**src/rtl/uart_word_bridge.sv**
```systemverilog
// uart_word_bridge
//   Packs/unpacks NBITS-wide debug words to/from DBIT-wide UART bytes,
//   little-endian (byte 0 first on the wire). RX and TX run independently.
//   Optional build macro: UART_WORD_RX_TIMEOUT_EN adds an inter-byte RX
//   timeout that discards a partial word after TIMEOUT_CYCLES idle cycles.
//
// TX FSM states
//   state   | meaning
//   IDLE    | waiting for tx_start, latches tx_Data
//   SEND    | presents current byte and pulses uart_tx_start
//   WAIT    | waiting for uart_tx_done of the byte in flight
//   DONE    | last byte finished, pulses tx_done
//   REARM   | waits for tx_start to drop before accepting a new word
module uart_word_bridge #(
    parameter int NBITS          = 32,
    parameter int DBIT           = 8,
    parameter int TIMEOUT_CYCLES = 100000
) (
    input  logic             clk,
    input  logic             reset,
    input  logic [DBIT-1:0]  uart_rx_data,
    input  logic             uart_rx_done,
    input  logic             uart_tx_done,
    input  logic [NBITS-1:0] tx_Data,
    input  logic             tx_start,
    output logic [DBIT-1:0]  uart_tx_data,
    output logic             uart_tx_start,
    output logic [NBITS-1:0] rx_Data,
    output logic             rx_done,
    output logic             tx_done
);

    localparam int NB = NBITS / DBIT;
    localparam int CW = (NB > 1) ? $clog2(NB) : 1;
    localparam logic [CW-1:0] LAST_SLOT = CW'(NB - 1);

    localparam logic [2:0] S_IDLE  = 3'd0;
    localparam logic [2:0] S_SEND  = 3'd1;
    localparam logic [2:0] S_WAIT  = 3'd2;
    localparam logic [2:0] S_DONE  = 3'd3;
    localparam logic [2:0] S_REARM = 3'd4;

    // Reject a word width that is not a whole number of bytes, or a zero timeout.
    if ((NBITS % DBIT) != 0 || NB < 1 || TIMEOUT_CYCLES < 1) begin : g_param_check
        $error("uart_word_bridge: NBITS must be a non-zero multiple of DBIT and TIMEOUT_CYCLES >= 1");
    end

    // ------------------------------------------------------------------
    // RX path
    // ------------------------------------------------------------------
    logic [CW-1:0]    rx_cnt;
    logic [CW-1:0]    rx_slot;
    logic [NBITS-1:0] rx_shift;
    logic [NBITS-1:0] rx_word;
    logic             rx_flush;

`ifdef UART_WORD_RX_TIMEOUT_EN
    localparam int TW = $clog2(TIMEOUT_CYCLES + 1);
    logic [TW-1:0] rx_tmr;

    // A partial word whose down-counter has run out is abandoned.
    assign rx_flush = (rx_cnt != '0) && (rx_tmr == '0);

    // Inter-byte timer: reload on every byte, count down while a word is partial.
    always_ff @(posedge clk) begin
        if (!reset) begin
            rx_tmr <= '0;
        end else if (uart_rx_done) begin
            rx_tmr <= TW'(TIMEOUT_CYCLES - 1);
        end else if ((rx_cnt != '0) && (rx_tmr != '0)) begin
            rx_tmr <= rx_tmr - TW'(1);
        end
    end
`else
    assign rx_flush = 1'b0;
`endif

    // A byte arriving together with a timeout starts a fresh word.
    assign rx_slot = rx_flush ? '0 : rx_cnt;

    // Assembly register as it looks once the incoming byte lands in its slot.
    always_comb begin
        rx_word = rx_shift;
        for (int k = 0; k < NB; k++) begin
            if (rx_slot == CW'(k)) begin
                rx_word[k*DBIT +: DBIT] = uart_rx_data;
            end
        end
    end

    // Byte collection; rx_Data only ever shows complete words.
    always_ff @(posedge clk) begin
        if (!reset) begin
            rx_cnt   <= '0;
            rx_shift <= '0;
            rx_Data  <= '0;
            rx_done  <= 1'b0;
        end else begin
            rx_done <= 1'b0;
            if (uart_rx_done) begin
                rx_shift <= rx_word;
                if (rx_slot == LAST_SLOT) begin
                    rx_cnt  <= '0;
                    rx_Data <= rx_word;
                    rx_done <= 1'b1;
                end else begin
                    rx_cnt <= rx_slot + CW'(1);
                end
            end else if (rx_flush) begin
                rx_cnt <= '0;
            end
        end
    end

    // ------------------------------------------------------------------
    // TX path
    // ------------------------------------------------------------------
    logic [2:0]       tx_state;
    logic [CW-1:0]    tx_cnt;
    logic [NBITS-1:0] tx_shift;
    logic [DBIT-1:0]  tx_byte;

    // Byte of the latched word selected by tx_cnt.
    always_comb begin
        tx_byte = '0;
        for (int k = 0; k < NB; k++) begin
            if (tx_cnt == CW'(k)) begin
                tx_byte = tx_shift[k*DBIT +: DBIT];
            end
        end
    end

    // Word transmit sequencer; outputs are registered, uart_tx_data holds between bytes.
    always_ff @(posedge clk) begin
        if (!reset) begin
            tx_state      <= S_IDLE;
            tx_cnt        <= '0;
            tx_shift      <= '0;
            uart_tx_data  <= '0;
            uart_tx_start <= 1'b0;
            tx_done       <= 1'b0;
        end else begin
            uart_tx_start <= 1'b0;
            tx_done       <= 1'b0;
            case (tx_state)
                S_IDLE: begin
                    if (tx_start) begin
                        tx_shift <= tx_Data;
                        tx_cnt   <= '0;
                        tx_state <= S_SEND;
                    end
                end
                S_SEND: begin
                    uart_tx_data  <= tx_byte;
                    uart_tx_start <= 1'b1;
                    tx_state      <= S_WAIT;
                end
                S_WAIT: begin
                    if (uart_tx_done) begin
                        if (tx_cnt == LAST_SLOT) begin
                            tx_state <= S_DONE;
                        end else begin
                            tx_cnt   <= tx_cnt + CW'(1);
                            tx_state <= S_SEND;
                        end
                    end
                end
                S_DONE: begin
                    tx_done  <= 1'b1;
                    tx_state <= S_REARM;
                end
                S_REARM: begin
                    // tx_start is a level that the controller drops only after
                    // seeing tx_done; re-arming early would resend the word.
                    if (!tx_start) begin
                        tx_state <= S_IDLE;
                    end
                end
                default: begin
                    tx_state <= S_IDLE;
                end
            endcase
        end
    end

endmodule

```
**config.mk**
```make
export PLATFORM = sky130hd
export DESIGN_NAME = uart_word_bridge
export DESIGN_NICKNAME = d
export VERILOG_FILES = /design/src/rtl/uart_word_bridge.sv
export SDC_FILE = /design/constraint.sdc
export NUM_CORES = 1
export LEC_CHECK = 0
export CAP_MARGIN = 20
export CORE_MARGIN = 3
export CORE_UTILIZATION = 35
export CTS_CLUSTER_SIZE = 24
export DETAILED_ROUTE_END_ITERATION = 16
export GPL_TIMING_DRIVEN = 0
export SYNTH_ARGS = -nofsm -noshare
export SYNTH_HDL_FRONTEND = slang
export SYNTH_SLANG_ARGS = --single-unit
```
**constraint.sdc**
```tcl
create_clock -name clk -period 1.9 [get_ports clk]
set_input_delay 0.19 -clock clk [delete_from_list [all_inputs] [get_ports clk]]
set_output_delay 0.19 -clock clk [all_outputs]
set_load 0.01 [all_outputs]
```
Word-level counts from Yosys, hierarchy flattened
Index checks and enable logic that the tools add are counted.
{"block": "totals", "regBits": 114, "in_bits": 45}
{"block": "classes", "addsub": 2, "eq_ne": 14, "mux": 21, "n_reduce_logical": 9}
{"cell": "two-way mux 8 bit", "count": 8}
{"cell": "case mux 3 bit (5 select lines)", "count": 1}
{"cell": "two-way mux 2 bit", "count": 5}
{"cell": "two-way mux 3 bit", "count": 3}
{"cell": "equality test 2 bit, second input constant", "count": 4}
{"cell": "!= test 2 bit, second input constant", "count": 4}
{"cell": "equality test 3 x 2 -> 1 bit, second input constant", "count": 2}
{"cell": "AND reduction 2 bit", "count": 3}
{"cell": "adder 2 x 1 -> 2 bit, second input constant", "count": 2}
{"cell": "equality test 2 x 1 -> 1 bit, second input constant", "count": 2}
{"cell": "logical NOT 2 bit", "count": 2}
{"cell": "case mux 2 bit (2 select lines)", "count": 1}
{"cell": "AND reduction 4 bit", "count": 1}
{"cell": "equality test 3 x 1 -> 1 bit, second input constant", "count": 1}
{"cell": "equality test 3 bit, second input constant", "count": 1}
{"cell": "logical NOT 3 bit", "count": 1}
{"cell": "two-way mux 1 bit", "count": 3}
{"cell": "AND reduction 3 bit", "count": 1}
{"cell": "nonzero test 2 bit", "count": 1}

Depth between registers and ports, before layout
{"block": "depth", "ltp_word": 5, "ltp_mapped": 7, "depth_no_buf": 5}

Worst setup path after synthesis
OpenSTA, ideal clock, no wires.
{"block": "synth_timing", "kind": "reg2reg", "start": "register tx_cnt[0]", "end": "register uart_tx_data[5]", "t_arrival_ns": 1.398, "required_time_ns": 1.826, "slack_ns": 0.427, "stages_incl_launch_ff": 7, "synth_period_minus_slack_ns": 1.473, "path_cell_list": "dfxtp_1 inv_1 ha_1 buf_2 buf_2 a221o_1 a31oi_1"}
{"block": "synth_via", "elab_chain_len": 5, "word_cells_on_any_way": 8}
{"element": "start, declared", "line": "119", "text": "logic [CW-1:0] tx_cnt;"}
{"element": "start signal, assigned", "line": "163", "text": "tx_cnt <= tx_cnt + CW'(1);"}
{"element": "logical NOT 2 bit", "line": "127", "text": "if (tx_cnt == CW'(k)) begin"}
{"element": "two-way mux 8 bit (3 in a row)", "line": "127"}
{"element": "two-way mux 8 bit *", "line": "127"}
{"element": "end signal, assigned", "line": "154", "text": "uart_tx_data <= tx_byte;"}
{"element": "end, declared", "line": "26", "text": "output logic [DBIT-1:0] uart_tx_data,"}
Mark *: on every way between the ends. The rest lies on a longest branch, timed or not.
A chain may end at the register's enable or synchronous reset.

Worst setup path in the final report
Same ends and word-level chain as after synthesis.

==> results summary <==
The clock input transition at the sequential cells of the worst setup and hold paths came out at around 0.080 ns. The area of the mapped netlist came out at roughly 4400 um^2. The number of hold violations in the final report is 0. The count of max-cap constraint violations is 0. The final critical path takes up about nine tenths of the cycle.

The cell type contributing the most total cell area after synthesis is sky130_fd_sc_hd__dfxtp_1. The category of the worst setup path capture point is a register. In this design, the largest share of critical-path delay is due to buffers and inverters. The total number of nets in the final design came out at between 600 and 700. Across the VDD grid, the largest voltage drop is approximately 560 uV. The count of unresolved DRC violations after routing is 0. The number of buffers added on ports came out at 87. The number of warnings issued by yosys came out at 0. TritonCTS built the clock tree. The area fraction of the dominant cell type after synthesis is about half.

The congestion estimate from routability-driven global placement came to 0.8563. The sum of net half-perimeters after detailed placement is between 8000 and 9000 um. In the synthesized netlist, the cells that appear most often are sky130_fd_sc_hd__nand2_1, sky130_fd_sc_hd__dfxtp_1, sky130_fd_sc_hd__a21oi_1. The clock latency reported for the late side of the worst-skew pair is ~0.34 ns. Averaged over all synthesized cells, the footprint is roughly 8.4 um^2. The classification of the worst-slack hold path is in -> reg. In the final routed layout, each cell accounts on average for roughly 14 um. The count of clock tree sinks is around 110. Timing would allow up to ~590 MHz. The register share of total power is a little under half. The max-slew violation total from the final report came out at 0.

For this design, the CTS-stage hold fixing added 0 buffers. Traced cell by cell, the critical path runs through ha_1 -> clkbuf_1 -> clkbuf_1 -> a221o_1 -> a31oi_1. At the pin with the least slew margin, the transition time is 0.6366 ns.

The cell repeated most along the worst path is sky130_fd_sc_hd__clkbuf_1. The post-detailed-route count of antenna-violating nets is 0. The post-synth net total is ~580.

The cell with the largest stage delay on the worst path is sky130_fd_sc_hd__clkbuf_1. The fraction of layout cells with a size suffix above 1 is 6.720%. The sequential fraction of the synthesis area is slightly below 50%. In the synthesized netlist, the number of instances is between 500 and 600. Sorting the synthesized cells by area gives the leading types as sky130_fd_sc_hd__dfxtp_1, sky130_fd_sc_hd__nand2_1, sky130_fd_sc_hd__a21oi_1. The count of pins on the block boundary is approximately 90. The leakage power is ~2.0 nW. In this run the clock root is driven by a sky130_fd_sc_hd__clkbuf_16. The total buffers and inverters traversed by the critical path came out at 2.

The number of antenna violations at the first check in global routing came out at 0. The combined global-route utilization of all metal layers is between 15 and 20%. The worst relative slew slack came out at ~57%. Yosys mapped a number of flops with a built-in enable equal to 0.

Before CTS, the worst setup slack after placement is -0.1073 ns. The final critical delay including setup and external delays came out at 1.688 ns. The post-detailed-routing wire length is approximately 11000 um. Summed over all nets, the switching power comes to around 1.3 mW. Entering global routing, the biggest net connects 21 pins. The final global-route overflow total came out at 0. The longest clock path from root to sink contains 2 buffers. The level count of the clock H-tree is 3. The area of combinational cells with multiple inputs is 1982 um^2. The share of power burned in combinational logic came out at around an eighth. The first-pass iteration count of the detailed router came out at 4. The area of the die is about 14000 um^2. Summing all flip-flop and latch instances after layout gives 2122 um^2. sky130_fd_sc_hd__nand2_1 is the most common cell in the netlist. Power spread over the standard cell area amounts to roughly 860 nW/um^2. The met3 routing resource usage after global routing came out at between 3 and 4%. Among all flip-flop cells after synthesis, the most frequent one is sky130_fd_sc_hd__dfxtp_1.

The post-route clock skew came out at between 0.01 and 0.015 ns. The worst setup path is launched from a register. The floorplan die height is about 120 um. For this configuration, the core starts out at a cell density of 36.12%. The final count of negative-setup-slack endpoints is 0. The area inside the core boundary came out at about 12000 um^2. The worst hold slack came out at 0.3861 ns.

The worst path setup slack after routing came out at around 0.21 ns. The number of buffers created by CTS is 9. The global routing met2 resource utilization is 27.78%. The async set-reset flop share out of synthesis is 0%.

At the worst endpoint, the arrival time is 1.92 ns. STA puts the critical path data required time at around 2.1 ns. For this run, the slowest stage of the critical path takes between 0.4 and 0.5 ns. The critical path is of the reg -> reg type. The flow ran to the end, and the final reports show no timing, DRC or antenna violations. The antenna diode count is 0. The first global-routing pass estimated around 18000 um of wire.

After filler insertion, the fill cell instance count of the layout stands at about 1.2k. The post-synthesis register bit count is 106. The post-detailed-route via-to-cell ratio is between 4 and 5. Global routing used about 21% of the available met1 tracks. Setup repair after global routing left no endpoint under its margin. The starting DRC count in detailed routing is 238.

The internal power component came out at 3.689 mW. Detailed routing inserted a total of ~3.9k vias. The number of core rows is 40. The number of global-route vias before repair is ~3.8k. The routing layer with the top usage in global route is met2. Compared with the post-synthesis result, the final layout area differs by 32.04%. The number of distinct library cell variants in the gate-level netlist after synthesis came out at 28. The peak fanout along the critical path is 10. The switching share of total power is 25.94%. Measured along the x axis, the die boundary spans ~120 um. The relative contribution of the clock network to total power came out at between 30% and 40%.
==> power groups by stage <==
stage | sequential (mW) | clock [mW] | combinational (mW)
6_report | 2.39 | 1.95 | 0.645
3_3_place_gp | 2.44 | 0 | 0.637
2_1_floorplan | 2.43 | 0 | 0.367
5_1_grt | 2.40 | 2.07 | 0.715
4_1_cts | 2.39 | 1.99 | 0.649
3_5_place_dp | 2.44 | 0 | 0.647
==> layout by cell type, fill, tap and decap left out, types with 2 or more instances in the layout <==
master,n
sky130_fd_sc_hd__a211oi_1,25
sky130_fd_sc_hd__a21oi_1,74
sky130_fd_sc_hd__a221o_1,8
sky130_fd_sc_hd__a31oi_1,10
sky130_fd_sc_hd__and2_1,2
sky130_fd_sc_hd__buf_1,6
sky130_fd_sc_hd__buf_2,18
sky130_fd_sc_hd__buf_6,4
sky130_fd_sc_hd__clkbuf_1,16
sky130_fd_sc_hd__clkbuf_16,9
sky130_fd_sc_hd__clkdlybuf4s50_1,87
sky130_fd_sc_hd__dfxtp_1,106
sky130_fd_sc_hd__ha_1,8
sky130_fd_sc_hd__inv_1,12
sky130_fd_sc_hd__inv_8,3
sky130_fd_sc_hd__mux2i_1,26
sky130_fd_sc_hd__nand2_1,118
sky130_fd_sc_hd__nand2b_1,3
sky130_fd_sc_hd__nand3_1,25
sky130_fd_sc_hd__nand3b_1,11
sky130_fd_sc_hd__nor2_1,31
sky130_fd_sc_hd__o21ai_0,9
==> per-layer routing <==
metal | vias up | share of wire (%)
met4 | 0 | 1.4
met5 | - | 0
met1 | 1764 | 46
li1 | 1978 | -
met3 | 15 | 4.8
met2 | 98 | 47
==> path summary, 6_finish.rpt <==
path                          end  slack (ns)  cells past startpoint    startpoint
setup / recovery  uart_tx_data[5]        0.21                      5     tx_cnt[0]
hold / removal       tx_shift[21]        0.39                      3   tx_Data[21]
setup reg to reg  uart_tx_data[5]        0.21                      5     tx_cnt[0]
hold reg to reg      rx_shift[23]        0.45                      2  rx_shift[23]
==> kinds of logic (layout without fill, tap and decap cells) <==
group	Yosys count	count (layout)	share of synthesized area [%]
buffers and inverters	58	161	6.179
adder cells (fa/ha/maj)	8	8	2.288
AND/OR/NAND/NOR	197	197	19.85
flip-flops	106	106	48.51
multiplexers	26	26	5.950
AO/OA/AOI/OAI	127	127	17.22
==> final cells by class <==
cell class | instances | area share (%)
clock inverter | 7 | 1.625
multi-input combinational | 358 | 34.32
inverter | 13 | 0.8449
tap | 168 | 3.640
buffer | 45 | 3.856
sequential | 106 | 36.74
clock buffer | 9 | 3.899
timing repair buffer | 87 | 15.08
==> flip-flops by register name, indices dropped and copies added, names as in the netlist <==
name and cells:
tx_cnt 2, tx_shift 32, tx_state 3, uart_tx_data 8, rx_shift 24, uart_tx_start 1
rx_done 1, rx_Data 32, tx_done 1, rx_cnt 2
==> metrics by stage <==
stage | setup TNS (ns) | std cells | total power [mW] | util, % | cell area (um^2)
after CTS | 0 | 793 | 5.022 | 47.68 | 5774
after global routing | 0 | 793 | 5.180 | 47.69 | 5776
after detailed placement | -1.703 | 777 | 3.084 | 45.04 | 5455
after floorplan | 0 | 522 | 2.801 | - | 4374
final | 0 | 793 | 4.981 | 47.69 | 5776
after global placement | -1.788 | 777 | 3.072 | 45.04 | 5455
==> worst register-to-register path, stage by stage, from the launching register on <==
cell and delay, ns:
sky130_fd_sc_hd__dfxtp_1 0.41, sky130_fd_sc_hd__ha_1 0.17, sky130_fd_sc_hd__clkbuf_1 0.31, sky130_fd_sc_hd__clkbuf_1 0.43, sky130_fd_sc_hd__a221o_1 0.19, sky130_fd_sc_hd__a31oi_1 0.08
==> what timing repair did <==
| action | 4_1_cts | 5_1_grt |
|---|---|---|
| setup endpoints to repair | 0 | 2 |
| resized for setup | 0 | 1 |
| buffers inserted | 0 | 0 |
No activity file was read; power rests on OpenSTA's default activity.
